==> src/rtl/core_wb_unit.sv <==
// Purpose: write-back stage; picks ALU/load/imm/PC+4 result, extracts sub-word loads, drives the register-file write port.
// Latency: register-file write is registered 1 cycle after accept (non-load or hit-load) or 1 cycle after a late ack.
// Backpressure: wb_stall_out (combinational) holds upstream while a load waits on wb_ack_in; a timeout abandons the load.
//
// Ports: clk/rst_n; memory-stage instruction (wb_enb, wb_kill, operands, wb_sel_in, wb_addr_lo_in, wb_rd_in, wb_we_in);
// data-memory ack (wb_ack_in, wb_mem_data_in); registered write port (wb_rf_we_out/addr/data); wb_stall_out; wb_timeout_out.
module core_wb_unit #(
    parameter int XLEN    = 32,
    parameter int RADDR_W = 5,
    parameter int TIMEOUT = 255
) (
    input  logic                       clk,
    input  logic                       rst_n,
    input  logic                       wb_enb,
    input  logic                       wb_kill,
    input  logic [XLEN-1:0]            wb_alu_result_in,
    input  logic [XLEN-1:0]            wb_mem_data_in,
    input  logic                       wb_ack_in,
    input  logic [XLEN-1:0]            wb_pc_4_in,
    input  logic [XLEN-1:0]            wb_imm_in,
    input  logic                       wb_is_load_in,
    input  logic [2:0]                 wb_sel_in,
    input  logic [$clog2(XLEN/8)-1:0]  wb_addr_lo_in,
    input  logic [RADDR_W-1:0]         wb_rd_in,
    input  logic                       wb_we_in,
    output logic                       wb_rf_we_out,
    output logic [RADDR_W-1:0]         wb_rf_addr_out,
    output logic [XLEN-1:0]            wb_rf_data_out,
    output logic                       wb_stall_out,
    output logic                       wb_timeout_out
);
    localparam int OFF_W = $clog2(XLEN/8);
    localparam int CNT_W = 16;
    localparam logic [CNT_W-1:0] CNT_LAST = CNT_W'(TIMEOUT - 1);

    typedef enum logic {
        S_IDLE = 1'b0,
        S_WAIT = 1'b1
    } state_t;

    state_t             state;
    logic [CNT_W-1:0]   cnt;

    // Controls captured when a load has to wait for its ack.
    logic [RADDR_W-1:0] lat_rd;
    logic               lat_we;
    logic [2:0]         lat_sel;
    logic [OFF_W-1:0]   lat_off;
    logic               lat_load;

    // Controls of the instruction currently retiring: live in IDLE, latched in WAIT.
    logic [RADDR_W-1:0] cur_rd;
    logic               cur_we;
    logic [2:0]         cur_sel;
    logic [OFF_W-1:0]   cur_off;
    logic               cur_load;

    logic [XLEN-1:0]    src;
    logic [XLEN-1:0]    shifted;
    logic [XLEN-1:0]    result;

    logic               in_idle;
    logic               in_wait;
    logic               do_write;
    logic               go_wait;
    logic               time_out;

    assign in_idle = (state == S_IDLE);
    assign in_wait = (state == S_WAIT);

    always_comb begin
        cur_rd   = wb_rd_in;
        cur_we   = wb_we_in;
        cur_sel  = wb_sel_in;
        cur_off  = wb_addr_lo_in;
        cur_load = wb_is_load_in;
        if (in_wait) begin
            cur_rd   = lat_rd;
            cur_we   = lat_we;
            cur_sel  = lat_sel;
            cur_off  = lat_off;
            cur_load = lat_load;
        end
    end

    // Sub-word extraction works on the value shifted down by the byte offset;
    // BP deliberately uses the unshifted source.
    always_comb begin
        src     = cur_load ? wb_mem_data_in : wb_alu_result_in;
        shifted = src >> {cur_off, 3'b000};
        case (cur_sel)
            3'd1:    result = {{(XLEN-8){1'b0}}, shifted[7:0]};
            3'd2:    result = {{(XLEN-8){shifted[7]}}, shifted[7:0]};
            3'd3:    result = {{(XLEN-16){shifted[15]}}, shifted[15:0]};
            3'd4:    result = {{(XLEN-16){1'b0}}, shifted[15:0]};
            3'd5:    result = wb_imm_in;
            3'd6:    result = wb_pc_4_in;
            default: result = src;
        endcase
    end

    assign do_write = (in_idle & wb_enb & ~wb_kill & (~wb_is_load_in | wb_ack_in))
                    | (in_wait & ~wb_kill & wb_ack_in);
    assign go_wait  = in_idle & wb_enb & ~wb_kill & wb_is_load_in & ~wb_ack_in;
    assign time_out = in_wait & ~wb_kill & ~wb_ack_in & (cnt == CNT_LAST);

    assign wb_stall_out = go_wait | (in_wait & ~wb_ack_in & ~wb_kill);

    always_ff @(posedge clk or negedge rst_n) begin
        if (!rst_n) begin
            state          <= S_IDLE;
            cnt            <= '0;
            lat_rd         <= '0;
            lat_we         <= 1'b0;
            lat_sel        <= '0;
            lat_off        <= '0;
            lat_load       <= 1'b0;
            wb_rf_we_out   <= 1'b0;
            wb_rf_addr_out <= '0;
            wb_rf_data_out <= '0;
            wb_timeout_out <= 1'b0;
        end else begin
            wb_rf_we_out   <= do_write & cur_we & (cur_rd != '0);
            wb_timeout_out <= time_out;
            if (do_write & cur_we & (cur_rd != '0)) begin
                wb_rf_addr_out <= cur_rd;
                wb_rf_data_out <= result;
            end
            case (state)
                S_IDLE: begin
                    if (go_wait) begin
                        lat_rd   <= wb_rd_in;
                        lat_we   <= wb_we_in;
                        lat_sel  <= wb_sel_in;
                        lat_off  <= wb_addr_lo_in;
                        lat_load <= wb_is_load_in;
                        cnt      <= '0;
                        state    <= S_WAIT;
                    end
                end
                S_WAIT: begin
                    // Priority: kill, then ack, then timeout.
                    if (wb_kill || wb_ack_in || time_out) begin
                        state <= S_IDLE;
                    end else begin
                        cnt <= cnt + 1'b1;
                    end
                end
                default: state <= S_IDLE;
            endcase
        end
    end
endmodule
==> config.mk <==
export PLATFORM = sky130hd
export DESIGN_NAME = core_wb_unit
export DESIGN_NICKNAME = d
export VERILOG_FILES = /design/src/rtl/core_wb_unit.sv
export SDC_FILE = /design/constraint.sdc
export NUM_CORES = 1
export LEC_CHECK = 0
export BUFFER_PORTS_ARGS = -buffer_cell sky130_fd_sc_hd__buf_2
export CAP_MARGIN = 25
export CORE_UTILIZATION = 50
export CTS_CLUSTER_SIZE = 28
export DETAILED_ROUTE_END_ITERATION = 8
export HOLD_SLACK_MARGIN = 0.02
export PLACE_DENSITY = 0.82
export SLEW_MARGIN = 20
export SYNTH_ARGS = -nofsm -noshare
export SYNTH_HDL_FRONTEND = slang
export SYNTH_SLANG_ARGS = --single-unit
==> constraint.sdc <==
create_clock -name clk -period 4.1 [get_ports clk]
set_clock_uncertainty 0.2 [all_clocks]
set_input_delay 0.205 -clock clk [delete_from_list [all_inputs] [get_ports clk]]
set_output_delay 0.205 -clock clk [all_outputs]
set_load 0.005 [all_outputs]
# [Word-level counts from Yosys, hierarchy flattened]
# Cells that the tools add are included.
[word_totals] word_cells=60 out_inout_bits=40 in_bits=145 reg_bits=68
[classes] add_sub_neg=1 shift=1 mux=13 n_eq_ne=9 bitwise_logic=20 reduce_logical=5
[op_table] cell="32-bit case mux with 6 select lines" n=1
[op_table] cell="16-bit two-way mux" n=2
[op_table] cell="32-bit two-way mux" n=1
[op_table] cell="16-bit case mux with 2 select lines" n=1
[op_table] cell="32-bit by 5-bit >> shifter with 16-bit output" n=1
[op_table] cell="16-bit by 1-bit adder with 16-bit output, second input constant" n=1
[op_table] cell="16-bit by 8-bit == test with 1-bit output, second input constant" n=1
[op_table] cell="1-bit AND" n=13
[op_table] cell="3-bit == test, second input constant" n=3
[op_table] cell="3-bit by 2-bit == test with 1-bit output, second input constant" n=2
[op_table] cell="5-bit two-way mux" n=1
[op_table] cell="5-bit nonzero test" n=1
[op_table] cell="1-bit two-way mux" n=4
[op_table] cell="1-bit inverter" n=4
[op_table] cell="2-bit AND reduction" n=2
[op_table] cell="3-bit by 1-bit == test with 1-bit output, second input constant" n=1
[op_table] cell="3-bit two-way mux" n=1
[op_table] cell="1-bit OR" n=3
[op_table] cell="1-bit logical OR" n=2
[op_table] cell="2-bit two-way mux" n=1
[op_table] cell="2-bit by 1-bit != test with 1-bit output, second input constant" n=1
[op_table] cell="2-bit != test, second input constant" n=1
[op_table] cell="1-bit case mux with 2 select lines" n=1

# [Longest topological paths before layout]
[depth] ltp_word=7 mapped_depth=10

# [Least setup slack after synthesis]
# OpenSTA, ideal clock, no wires.
[synth_timing] path_type="register -> register" startpoint="register state, in the netlist in_wait" endpoint="register wb_rf_data_out[10]" path_buffers=3 synth_period_minus_slack_ps=2636 stages_incl_launch_ff=10 slack_ps=1464 arrival_time_ps=2300 cell_sequence="dfrtp_1 > buf_4 > mux2i_1 > buf_2 > buf_2 > mux4_2 > a22oi_1 > a21oi_1 > a221oi_1 > o21ai_0"
[synth_via] elab_chain_len=7 word_cells_on_any_way=24 classes_between="eq/ne (6); shift (1); mux (7); bitwise (9); reduce/logical (1)"
[synth_rtl] item="start, declared" line_no="41" rtl="state_t state;"
[synth_rtl] item="start signal, assigned" line_no="111" rtl="state <= S_IDLE;"
[synth_rtl] item="start signal, assigned" line_no="138" rtl="state <= S_WAIT;"
[synth_rtl] item="start signal, assigned" line_no="144" rtl="state <= S_IDLE;"
[synth_rtl] item="branches (longest 7 deep; another with 32-bit two-way mux)"
[synth_rtl] item="end signal, assigned" line_no="127" rtl="wb_rf_data_out <= result;"
[synth_rtl] item="end, declared" line_no="28" rtl="output logic [XLEN-1:0] wb_rf_data_out,"
# Several ways; the timed one is not identified.
# A chain may end at the register's enable or synchronous reset.

# [Worst setup path after layout]
[layout_timing] startpoint="register state, in the netlist in_wait" endpoint="register wb_rf_data_out[25]"
# The elaborated chain is that of the path after synthesis.

==> run summary <==
slack of the worst reg-to-reg path: 0.74 ns
drt drc: 4
share of synthesized area occupied by flip-flops and latches: 0.362
Post-Layout Inst Area: 0.00622 mm^2
final setup violation count: 0
Reg2Reg Capture Point: wb_rf_data_out[25]$_DFFE_PN0P_
critical path fanouts, max: 26
status: finished, violations left
post-route insts no fill: 859
crit end category: register
critical path required time: 4.10 ns
first drt pass iteration count: 8
net count reported at finish: 890
Post-Place Cells: 812
final critical-path share of the clock period: 0.820
measured slew at the worst slew-check pin: 0.875 ns
count of max-cap constraint violations: 0
area inside the core boundary: 0.00915 mm^2
H-tree depth: 3
sequential cell area: 0.00170 mm^2
Longest Clk Path Bufs: 2
Die Y-Extent: 98.9 um
floorplan die area: 0.00979 mm^2
number of antenna violations at the first check in global routing: 0
Final TNS setup: 0 ns
Port Buf Inserts: 184
fraction of power consumed by combinational cells: 0.326
first element of the critical path: in_wait$_DFF_PN0_
violated checks: design-rule violations
final critical delay including setup and external delays: 3.36 ns
setup repair after global routing missed its margin: no
CTS clock-pin slew for the worst setup and hold paths: 0.08 ns
max-slew headroom at the worst pin: 0.416
GRT overflow: 0
Detail Route Antenna Nets: 0
post-CTS resize count: 0
Detailed Route WL: 16.1 mm
Tot Pwr: 2170 uW
class of the most critical setup path: reg -> reg
CTS Buf Count: 9
Warnings, synthesis: 0
maximum ir drop on the vdd rail: 0.192 mV
Static Leakage: 0.00293 uW
most frequent cells in the layout: 184 x sky130_fd_sc_hd__buf_2, 92 x sky130_fd_sc_hd__nand2_1, 68 x sky130_fd_sc_hd__dfrtp_1
clock tree from TritonCTS: built
fraction of registers with async set or reset after synthesis: 1.00
average instance area after synthesis: 8.70 um^2
global-route wire length before repair: 25.3 mm
number of distinct standard cells referenced by the synthesized netlist: 54
pins over their slew limit: 0
post-layout utilization of the core: 0.680
largest net degree at the start of global routing: 69
Flop pwr share: 0.415
switching power as a share of total power: 0.340
number of primary I/O pins: 185
Most Used Layer, Global Route: met2
effective utilization at floorplan: 0.513
#FFs+latches synth: 68
area of the multi-input gates: 0.00283 mm^2
final-report hold violation count: 0
Tot GR Track Use: 0.333
Std-Cell Rows: 35
area of placed instances: 0.00572 mm^2
count of mapped cells out of synthesis: 540
internal power component: 1430 uW
grt met3 use: 0.0709
insertion delay to the later sink of the worst-skew pair: 0.36 ns
Inserted Diodes: 0
leading cell type in the layout, fill and taps excluded: sky130_fd_sc_hd__buf_2
GRT met2 Usage: 0.525
layout overhead on the synthesized area: 32.4%
filler cell count: 739
routed length per placed instance: 18.8 um
met1 GRT Util: 0.454
pwr dens: 348 mW/mm^2
Root Buffer Master: sky130_fd_sc_hd__clkbuf_8
Post-Syn Area: 0.00470 mm^2
peak clock frequency supported by timing: 0.298 GHz
drt via density: 6.02
startpoint of the worst register-to-register path: in_wait$_DFF_PN0_
sum of net half-perimeters after detailed placement: 11.9 mm
Critical Path Source Type: register
Synth Flop Type: sky130_fd_sc_hd__dfrtp_1
number of enable-type register cells in the synthesized netlist: 0
data arrival time at the worst-slack endpoint: 3.36 ns
fraction of layout instances using a drive strength above 1: 0.333
First DRT Iteration DRCs: 351
worst hold path cell count: 4
# Post-CTS Setup Buffers: 0
Mapped Nets: 687
vias post-DR: 5172
vias in the first global route: 5005
net switching power figure: 736 uW
clock share of power: 0.259
horizontal extent of the die: 98.9 um
end of the critical path: wb_rf_data_out[25]$_DFFE_PN0P_
Worst Reg2Reg Path Length in Cells: 9
number of clock sinks: 68
Final GP Congestion: 0.942
worst min path class: in -> reg
state kept, by name (all words and copies together) (netlist names):
name,flops
wb_rf_data_out,32
wb_timeout_out,1
lat_load,1
lat_sel,3
lat_rd,5
cnt,16
wb_rf_addr_out,5
lat_we,1
in_wait,1
wb_rf_we_out,1
lat_off,2
per-stage QoR:
step                      hold WS (ns)  worst slack, ns
after floorplan                 -0.291             1.46
after global placement           0.218            0.969
after detailed placement         0.237            0.829
after CTS                       0.0232            0.792
after global routing            0.0330            0.493
final                           0.0301            0.739
Yosys cell counts, types with 4 or more instances:
cell type / count / share of area
sky130_fd_sc_hd__a211oi_1: 8 / 0.013
sky130_fd_sc_hd__a21o_1: 16 / 0.026
sky130_fd_sc_hd__a21oi_1: 46 / 0.049
sky130_fd_sc_hd__a221oi_1: 7 / 0.013
sky130_fd_sc_hd__a22o_1: 7 / 0.013
sky130_fd_sc_hd__a22oi_1: 7 / 0.011
sky130_fd_sc_hd__and3_1: 8 / 0.011
sky130_fd_sc_hd__buf_2: 8 / 0.0085
sky130_fd_sc_hd__clkbuf_1: 21 / 0.017
sky130_fd_sc_hd__dfrtp_1: 68 / 0.36
sky130_fd_sc_hd__inv_1: 7 / 0.0056
sky130_fd_sc_hd__mux2_2: 18 / 0.043
sky130_fd_sc_hd__mux2i_1: 28 / 0.060
sky130_fd_sc_hd__mux4_2: 9 / 0.043
sky130_fd_sc_hd__nand2_1: 92 / 0.074
sky130_fd_sc_hd__nand3_1: 9 / 0.0096
sky130_fd_sc_hd__nand4_1: 4 / 0.0053
sky130_fd_sc_hd__nor2_1: 39 / 0.031
sky130_fd_sc_hd__nor3_1: 8 / 0.0085
sky130_fd_sc_hd__o211ai_1: 8 / 0.013
sky130_fd_sc_hd__o21ai_0: 39 / 0.042
sky130_fd_sc_hd__o22a_1: 7 / 0.013
sky130_fd_sc_hd__o22ai_1: 15 / 0.020
sky130_fd_sc_hd__o2bb2ai_1: 8 / 0.015
sky130_fd_sc_hd__or3_1: 5 / 0.0067
sky130_fd_sc_hd__xnor2_1: 9 / 0.017
cells by family after synthesis:
logic type | count (synthesis) | synth area share
and+or+nand+nor | 181 | 0.172
AOI/OAI and AO/OA | 180 | 0.251
DFF | 68 | 0.362
muxes | 57 | 0.152
buffers and inverters | 43 | 0.0405
xor gates and xnor gates | 9 | 0.0168
adders and majority gates | 2 | 0.00533
metal layers:
| metal | routed length [um] | vias up |
|---|---|---|
| met2 | 7650 | 250 |
| met1 | 6670 | 2482 |
| met5 | 0 | - |
| met4 | 320 | 0 |
| li1 | - | 2410 |
| met3 | 1480 | 30 |
critical path, cell delays in order, from the launching register on:
cell and delay [ns]:
sky130_fd_sc_hd__dfrtp_1 0.47, sky130_fd_sc_hd__buf_4 0.27, sky130_fd_sc_hd__nand3b_1 0.19, sky130_fd_sc_hd__a32oi_1 0.20, sky130_fd_sc_hd__o2111ai_2 0.15, sky130_fd_sc_hd__buf_4 0.24, sky130_fd_sc_hd__inv_1 0.54, sky130_fd_sc_hd__nand2_1 0.57
sky130_fd_sc_hd__o22ai_1 0.30, sky130_fd_sc_hd__a21oi_1 0.06
what timing repair did:
action                                 4_1_cts  5_1_grt
hold buffers                                31        0
endpoints found under the hold margin      102        0
setup endpoints to repair                    0        0
layout make-up:
cell class | count | share of cell area
inverters | 7 | 0.00422
flip-flops and latches | 68 | 0.274
repair buffers | 228 | 0.214
multi-input cells | 429 | 0.455
clock inverters | 6 | 0.0105
well taps | 111 | 0.0223
clock buffers | 10 | 0.0205
worst min path at each step:
stage / from / slack (ns) / end
floorplan: rst_n / -0.29 / cnt[0]$_DFFE_PN0P_
global placement: wb_we_in / 0.22 / lat_we$_DFFE_PN0P_
detailed placement: wb_we_in / 0.24 / lat_we$_DFFE_PN0P_
CTS: wb_pc_4_in[14] / 0.02 / wb_rf_data_out[14]$_DFFE_PN0P_
global route: wb_pc_4_in[31] / 0.03 / wb_rf_data_out[31]$_DFFE_PN0P_
finish: wb_pc_4_in[31] / 0.03 / wb_rf_data_out[31]$_DFFE_PN0P_
power groups by stage:
stage | Combinational [uW] | Clock, uW | Sequential (uW)
2_1_floorplan | 360 | 0 | 896
3_3_place_gp | 652 | 0 | 906
3_5_place_dp | 669 | 0 | 908
4_1_cts | 694 | 561 | 897
5_1_grt | 774 | 589 | 910
6_report | 706 | 560 | 900
Note: power is estimated with default switching activity, not from simulation.
